<file path="config.mk">
export PLATFORM = sky130hd
export DESIGN_NAME = pc_sequencer
export DESIGN_NICKNAME = d
export VERILOG_FILES = /design/src/rtl/pc_pkg.sv /design/src/rtl/pc_next_sel.sv /design/src/rtl/pc_sequencer.sv
export SDC_FILE = /design/constraint.sdc
export NUM_CORES = 1
export LEC_CHECK = 0
export CORE_ASPECT_RATIO = 1.1
export CORE_UTILIZATION = 40
export DETAILED_ROUTE_END_ITERATION = 6
export PLACE_DENSITY = 0.71
export SLEW_MARGIN = 5
export SYNTH_ARGS = -nofsm -noshare
export SYNTH_HDL_FRONTEND = slang
export SYNTH_SLANG_ARGS = --single-unit
export TNS_END_PERCENT = 1
</file>
<file path="constraint.sdc">
create_clock -name clk -period 2.5 [get_ports clk]
set_input_delay 0.5 -clock clk [delete_from_list [all_inputs] [get_ports clk]]
set_output_delay 0.5 -clock clk [all_outputs]
set_load 0.1 [all_outputs]
</file>
<file path="src/rtl/pc_pkg.sv">
// Shared types and constants for the program-counter sequencer.
package pc_pkg;

    localparam int PC_W = 32;
    localparam logic [PC_W-1:0] PC_INC               = 32'd4;
    localparam logic [PC_W-1:0] DEFAULT_RESET_VECTOR = 32'h0000_0000;
    localparam logic [PC_W-1:0] DEFAULT_TRAP_VECTOR  = 32'h0000_0100;

    typedef enum logic [1:0] {
        BOOT   = 2'd0,
        RUN    = 2'd1,
        BUBBLE = 2'd2
    } pc_state_e;

    // Instruction fetches are word aligned; any set low bit is a fault.
    function automatic logic addr_misaligned(input logic [1:0] lsb);
        return |lsb;
    endfunction

endpackage

</file>
<file path="src/rtl/pc_next_sel.sv">
// Priority select of the next fetch address plus redirect-alignment check.
module pc_next_sel
    import pc_pkg::*;
#(
    parameter logic [PC_W-1:0] TRAP_VECTOR = DEFAULT_TRAP_VECTOR
) (
    input  logic            run,
    input  logic [PC_W-1:0] pc,
    input  logic [PC_W-1:0] epc,
    input  logic            stall,
    input  logic            branch_taken,
    input  logic [PC_W-1:0] branch_target,
    input  logic            jump,
    input  logic [PC_W-1:0] jump_target,
    input  logic            trap,
    input  logic            mret,
    input  logic            fetch_ready,
    output logic [PC_W-1:0] next_pc,
    output logic            flush_req,
    output logic            trap_req,
    output logic            misaligned_req
);

    logic            redirect;
    logic [PC_W-1:0] redirect_target;

    always_comb begin
        // NOTE: every output gets a default first so no latch can be inferred.
        redirect        = 1'b0;
        redirect_target = jump_target;
        if (jump) begin
            redirect        = 1'b1;
            redirect_target = jump_target;
        end else if (branch_taken) begin
            redirect        = 1'b1;
            redirect_target = branch_target;
        end
    end

    always_comb begin
        next_pc        = pc;
        flush_req      = 1'b0;
        trap_req       = 1'b0;
        misaligned_req = 1'b0;
        if (run) begin
            if (trap) begin
                trap_req = 1'b1;
            end else if (mret) begin
                next_pc   = epc;
                flush_req = 1'b1;
            end else if (redirect) begin
                if (addr_misaligned(redirect_target[1:0])) begin
                    trap_req       = 1'b1;
                    misaligned_req = 1'b1;
                end else begin
                    next_pc   = redirect_target;
                    flush_req = 1'b1;
                end
            end else if (!stall && fetch_ready) begin
                next_pc = pc + PC_INC;  // wraps modulo 2^32
            end
        end
        if (trap_req) begin
            next_pc   = TRAP_VECTOR;
            flush_req = 1'b1;
        end
    end

endmodule

</file>
<file path="src/rtl/pc_sequencer.sv">
// Fetch-address sequencer: boot delay, sequential fetch, redirects, trap entry/return.
module pc_sequencer
    import pc_pkg::*;
#(
    parameter logic [PC_W-1:0] RESET_VECTOR = DEFAULT_RESET_VECTOR,
    parameter logic [PC_W-1:0] TRAP_VECTOR  = DEFAULT_TRAP_VECTOR,
    parameter int              BOOT_CYCLES  = 2
) (
    input  logic            clk,
    input  logic            reset,
    input  logic            stall,
    input  logic            branch_taken,
    input  logic [PC_W-1:0] branch_target,
    input  logic            jump,
    input  logic [PC_W-1:0] jump_target,
    input  logic            trap,
    input  logic            mret,
    input  logic            fetch_ready,
    output logic [PC_W-1:0] pc_out,
    output logic            fetch_valid,
    output logic            flush,
    output logic [PC_W-1:0] epc_out,
    output logic            misaligned
);

    localparam logic [1:0] ST_BOOT   = BOOT;
    localparam logic [1:0] ST_RUN    = RUN;
    localparam logic [1:0] ST_BUBBLE = BUBBLE;
    localparam logic [3:0] BOOT_LAST = 4'(BOOT_CYCLES - 1);

    logic [1:0]      state;
    logic [3:0]      boot_cnt;
    logic [PC_W-1:0] next_pc;
    logic            flush_req;
    logic            trap_req;
    logic            misaligned_req;

    assign fetch_valid = (state == ST_RUN);

    pc_next_sel #(
        .TRAP_VECTOR (TRAP_VECTOR)
    ) u_next_sel (
        .run            (fetch_valid),
        .pc             (pc_out),
        .epc            (epc_out),
        .stall          (stall),
        .branch_taken   (branch_taken),
        .branch_target  (branch_target),
        .jump           (jump),
        .jump_target    (jump_target),
        .trap           (trap),
        .mret           (mret),
        .fetch_ready    (fetch_ready),
        .next_pc        (next_pc),
        .flush_req      (flush_req),
        .trap_req       (trap_req),
        .misaligned_req (misaligned_req)
    );

    // NOTE: sequential state uses non-blocking assignments only, so every
    // register samples the pre-edge values of its neighbours.
    always_ff @(posedge clk or posedge reset) begin
        if (reset) begin
            state      <= ST_BOOT;
            boot_cnt   <= 4'd0;
            pc_out     <= RESET_VECTOR;
            epc_out    <= '0;
            flush      <= 1'b0;
            misaligned <= 1'b0;
        end else begin
            pc_out     <= next_pc;
            flush      <= flush_req;
            misaligned <= misaligned_req;
            if (trap_req) begin
                epc_out <= pc_out;
            end
            case (state)
                ST_BOOT: begin
                    if (boot_cnt == BOOT_LAST) begin
                        state <= ST_RUN;
                    end else begin
                        boot_cnt <= boot_cnt + 4'd1;
                    end
                end
                ST_RUN: begin
                    if (trap_req) begin
                        state <= ST_BUBBLE;
                    end
                end
                ST_BUBBLE: state <= ST_RUN;
                default:   state <= ST_BOOT;
            endcase
        end
    end

endmodule

</file>
-- Word-level counts from Yosys, hierarchy flattened
Index checks and enable logic that the tools add are counted.
- flip-flop bits (word level): 72
- bits of input ports: 72
- output and inout bits: 67
- word-level logic and storage cells: 52
- add/sub/neg operators: 2
- equality and inequality tests: 7
- mux-type cells: 27
- bitwise logic cells: 1
- reduce and logical (&&, ||, !) cells: 9
- operators by type and width (cell ; number):
    32-bit 2-to-1 mux ; 9
    32-bit by 3-bit adder with 32-bit output (second input constant) ; 1
    1-bit 2-to-1 mux ; 15
    2-bit one-hot mux with 3 select lines ; 1
    4-bit by 1-bit adder with 4-bit output (second input constant) ; 1
    4-bit by 1-bit equality test with 1-bit output (second input constant) ; 1
    2-bit 2-to-1 mux ; 2
    2-bit by 1-bit inequality test with 1-bit output (second input constant) ; 2
    4-bit inequality test (second input constant) ; 1
    2-bit AND reduction ; 2
    4-bit AND reduction ; 1
    4-bit nonzero test ; 1
    2-bit by 1-bit equality test with 1-bit output (second input constant) ; 1
    2-bit equality test (second input constant) ; 1
    2-bit logical NOT ; 1
    2-bit inequality test (second input constant) ; 1
    2-bit nonzero test ; 1
    2-bit OR reduction ; 1
    1-bit logical AND ; 1
    1-bit logical NOT ; 1
    1-bit inverter ; 1

-- Depth between registers and ports, before layout
- depth after elaboration: 10
- gate-level depth with buffers: 10
- mapped depth without buffers: 6

-- Modules after synthesis
Synthesis repeated with hierarchy kept, for this count alone.
- cells, all modules: 513
- area total of the unflattened synthesis: 4747.1 µm²
- by module, submodules not included (module ; instances ; cells an instance ; area an instance (µm²) ; seq. area each (µm²)):
    pc_sequencer ; 1 ; 126 ; 2479.9 ; 1801.7
    pc_next_sel ; 1 ; 387 ; 2267.2 ; 0.0

-- Worst setup path before layout
Ideal clock, no wire load.
- kind: flip-flop to flip-flop
- start: reg pc_out[5]
- end: reg pc_out[19]
- library setup time: 0.122 ns
- data arrival time: 2.576 ns
- required time: 2.378 ns
- setup slack: -0.197 ns
- cell stages (with the launch flop): 8
- path buffers: 2
- period minus slack after synthesis: 2.697 ns
- cell sequence: dfrtp_1 buf_2 nand3_2 or4_1 buf_2 o31ai_1 nand4b_1 a32o_1
- longest elaborated chain between the ends: 7
- RTL lines (what ; RTL line ; source):
    from (decl) ; pc_sequencer.sv:19 ; output logic [PC_W-1:0] pc_out,
    from (signal assigned) ; pc_sequencer.sv:71 ; pc_out <= next_pc;
    32-bit by 3-bit adder with 32-bit output ; pc_next_sel.sv:60 ; next_pc = pc + PC_INC;
    32-bit 2-to-1 mux ; pc_next_sel.sv:59 ; end else if (!stall && fetch_ready) begin
    32-bit 2-to-1 mux ; pc_next_sel.sv:51 ; end else if (redirect) begin
    32-bit 2-to-1 mux ; pc_next_sel.sv:48 ; end else if (mret) begin
    32-bit 2-to-1 mux ; pc_next_sel.sv:46 ; if (trap) begin
    32-bit 2-to-1 mux ; pc_next_sel.sv:45 ; if (run) begin
    32-bit 2-to-1 mux ; pc_next_sel.sv:63 ; if (trap_req) begin
Every way passes these cells. The select of a mux whose other input is x is not followed.
A chain may end at the register's enable or synchronous reset.

-- Final worst setup path
- start: reg pc_out[2]
- end: reg pc_out[30]
Same word-level chain as after synthesis.

==> key figures <==
Critical path
  • CP max FO: 7
  • R2r startpoint: pc_out[2]$_DFFE_PP0P_
  • Crit. End Element: register
  • CP arrival: 2580 ps
  • CP max stage cell: or3_1
  • FF-to-FF path depth: 6
  • Reg2reg setup slack: 190 ps
  • Required @ worst endpoint: 2770 ps
  • Crit path cell chain: ha_1 > nand4_1 > or3_1 > or4_1 > a21oi_1 > o22a_1
  • Critical Path Max Stage Delay: 520 ps
  • Reg2reg end: pc_out[30]$_DFFE_PP0P_
  • Setup CP Type: register to register
  • Worst setup SP type: register

Die
  • I/O pins: 139
  • Area of the die: 0.01119 mm^2
  • Die Span X: 101.0 um
  • Die H: 110.9 um
  • Starting Density: 41.27%
  • Core Box Area: 0.01044 mm^2
  • Row count: 39

Synthesis
  • Synthesized instance count: 518
  • Sequential area share after synthesis: 41.81%
  • Largest area contributor in the netlist: dfrtp_1
  • Top_reg_cell synth: dfrtp_1
  • Syn Nets: 593
  • Synth top area share: 41.81%
  • Synth Register Bits: 72
  • Ys async rst share: 100.0%
  • Synth cell types: 65
  • Cell area after synthesis: 0.004309 mm^2
  • Avg Inst Size Synth: 8.319 um^2
  • Yosys synthesis warning count: 0
  • Synth top area cells: dfrtp_1, nand2_1, o21ai_0, a21oi_1, clkbuf_1
  • Number of enable flip-flop cells after synthesis: 0

Finish
  • N_diodes: 0
  • Share of layout cells above drive strength 1: 21.91%
  • Nets: 741
  • Non-Filler Instances: 814
  • Filler cells: 929
  • Area Overhead vs Synth: 43.44%
  • Fin util: 59.19%

Clock network
  • CTS Hold Buffers Added: 0
  • Clock Latency Late Sink: 340 ps
  • Clk sinks: 72
  • Reg clk slew, reported paths: 50 ps
  • CTS tree: yes
  • Cts bufs inserted: 9
  • Max Root-Sink Buffers: 2
  • Postcts setup bufs: 0
  • PostCTS Resize Cnt: 0
  • H-Tree Level Count: 3
  • CTS root buf: clkbuf_16

Job
  • # Max-Cap Violations: 0

STA
  • Maximum clock frequency: 433.2 MHz
  • Crit share post-route: 92.34%
  • Max-slew headroom: 52.70%
  • Final Skew: 7.024 ps
  • Setup violators final: 0
  • RSZ-0062 raised after global routing: false
  • Worst Tran Pin Value: 705.3 ps
  • Fin. Hold Viols: 0
  • Fin crit period: 2309 ps
  • Slew Viols, Final: 0

Route
  • Antenna-violating nets left: 0
  • WL/cell: 17.88 um
  • Drc violations: 0
  • Vias post-DR: 4,704
  • First-pass DRT Iterations: 5
  • Vias per cell: 5.779
  • DR iter-0 viols: 302
  • Routed WL: 14,560 um

Worst hold path
  • Hold depth: 1
  • Worst Hold Class: register to register
  • Hold worst-path end: boot_cnt[3]$_DFFE_PP0P_
  • HP Start: boot_cnt[3]$_DFFE_PP0P_

Placement
  • Buffers added on ports: 138
  • Routability cong.: 0.8757
  • Dpl cells: 798
  • Post-DP HPWL: 10,540 um

GRT
  • First-pass GRT wire length: 23,160 um
  • Grt ovf: 0
  • Tot GR Track Use: 26.75%
  • Initial antenna violation count: 0
  • Vias in the first global route: 4,457
  • Largest net degree at the start of global routing: 52

Outcome
  • Outcome: finished, final reports clean
## flip-flops by register name, indices dropped and copies added, names as in the netlist
register	cells
state	2
boot_cnt	4
epc_out	32
flush	1
pc_out	32
misaligned	1
## stage by stage
step	cell area, um^2	hold WS [ps]	setup WS (ps)	TNS, ps
after floorplan	4324	443.3	-30.17	-90.39
after global placement	5881	460.4	59.64	0
after detailed placement	5881	465.2	2.705	0
after CTS	6181	477.1	213.5	0
after global routing	6181	480.7	111.2	0
final	6181	473.5	191.4	0
## worst max-delay path by stage
stage / depth (start not counted) / to / slack (ps) / start
after floorplan: 6 / pc_out[29]$_DFFE_PP0P_ / -30 / pc_out[13]$_DFFE_PP0P_
after global placement: 6 / pc_out[20]$_DFFE_PP0P_ / 60 / jump
after detailed placement: 7 / pc_out[11]$_DFFE_PP0P_ / 3 / jump
after CTS: 6 / pc_out[30]$_DFFE_PP0P_ / 210 / pc_out[2]$_DFFE_PP0P_
after global routing: 6 / pc_out[30]$_DFFE_PP0P_ / 110 / pc_out[2]$_DFFE_PP0P_
final: 6 / pc_out[30]$_DFFE_PP0P_ / 190 / pc_out[2]$_DFFE_PP0P_
## cell families (layout without fill, tap and decap cells)
| family | count (synthesis) | in the layout | share of synthesized area, % |
|---|---|---|---|
| flops | 72 | 72 | 41.81 |
| fa+ha+maj | 3 | 3 | 0.8712 |
| mux | 3 | 3 | 0.6969 |
| simple gates | 219 | 219 | 23.64 |
| compound gates | 154 | 154 | 24.91 |
| buf+inv | 56 | 209 | 5.836 |
| xor+xnor | 11 | 11 | 2.236 |
## placed cells by master (no fill, tap or decap), types with 6 or more instances in the layout
| master | n |
|---|---|
| nor3_1 | 10 |
| o22a_1 | 6 |
| xnor2_1 | 6 |
| a21oi_1 | 26 |
| nand2_1 | 126 |
| dfrtp_1 | 60 |
| nor2_1 | 21 |
| clkbuf_16 | 9 |
| nand3_1 | 13 |
| o21a_1 | 9 |
| nor4_1 | 6 |
| dfrtp_2 | 12 |
| clkdlybuf4s50_1 | 70 |
| a211oi_1 | 7 |
| inv_1 | 11 |
| o22ai_1 | 7 |
| o21ai_0 | 36 |
| buf_4 | 105 |
| o31ai_1 | 7 |
| a221oi_1 | 7 |
## synth_stat cells (all sizes together), types with 6 or more instances
cell type	count
inv	13
nand3	14
nor2	21
a21oi	26
o31ai	7
o21a	9
nand4	6
o22ai	7
nor3	11
nor4	6
a211oi	7
o22a	6
a221oi	8
dfrtp	72
clkbuf	22
nand2b	6
buf	21
o21ai	37
nand2	126
xnor2	6
## critical path, delay by kind of cell, from the launching register on
kind,cells,cell delay [ps]
adders and majority gates,1,280
AOI/OAI and AO/OA,2,330
DFF,1,430
and+or+nand+nor,3,1190
## layout make-up
cell class,instances,area [um^2],area share (%)
Timing Repair Buffer,180,1574,25.47
Tap cell,143,178.9,2.895
Sequential cell,72,1817,29.39
Clock inverter,3,40.04,0.6478
Multi-Input combinational cell,390,2262,36.60
Inverter,13,48.80,0.7895
Clock buffer,13,260.3,4.211
## layer usage
layer	up-vias	wire length [um]	GRT usage, %
li1	2174	-	-
met5	-	0	0
met4	0	244	8.696
met2	256	7193	44.52
met3	27	1117	3.720
met1	2247	6001	35.64
Power is left out: the tool's default activity adds up to more than one toggle a clock period on the data nets, which glitch-free logic cannot reach.
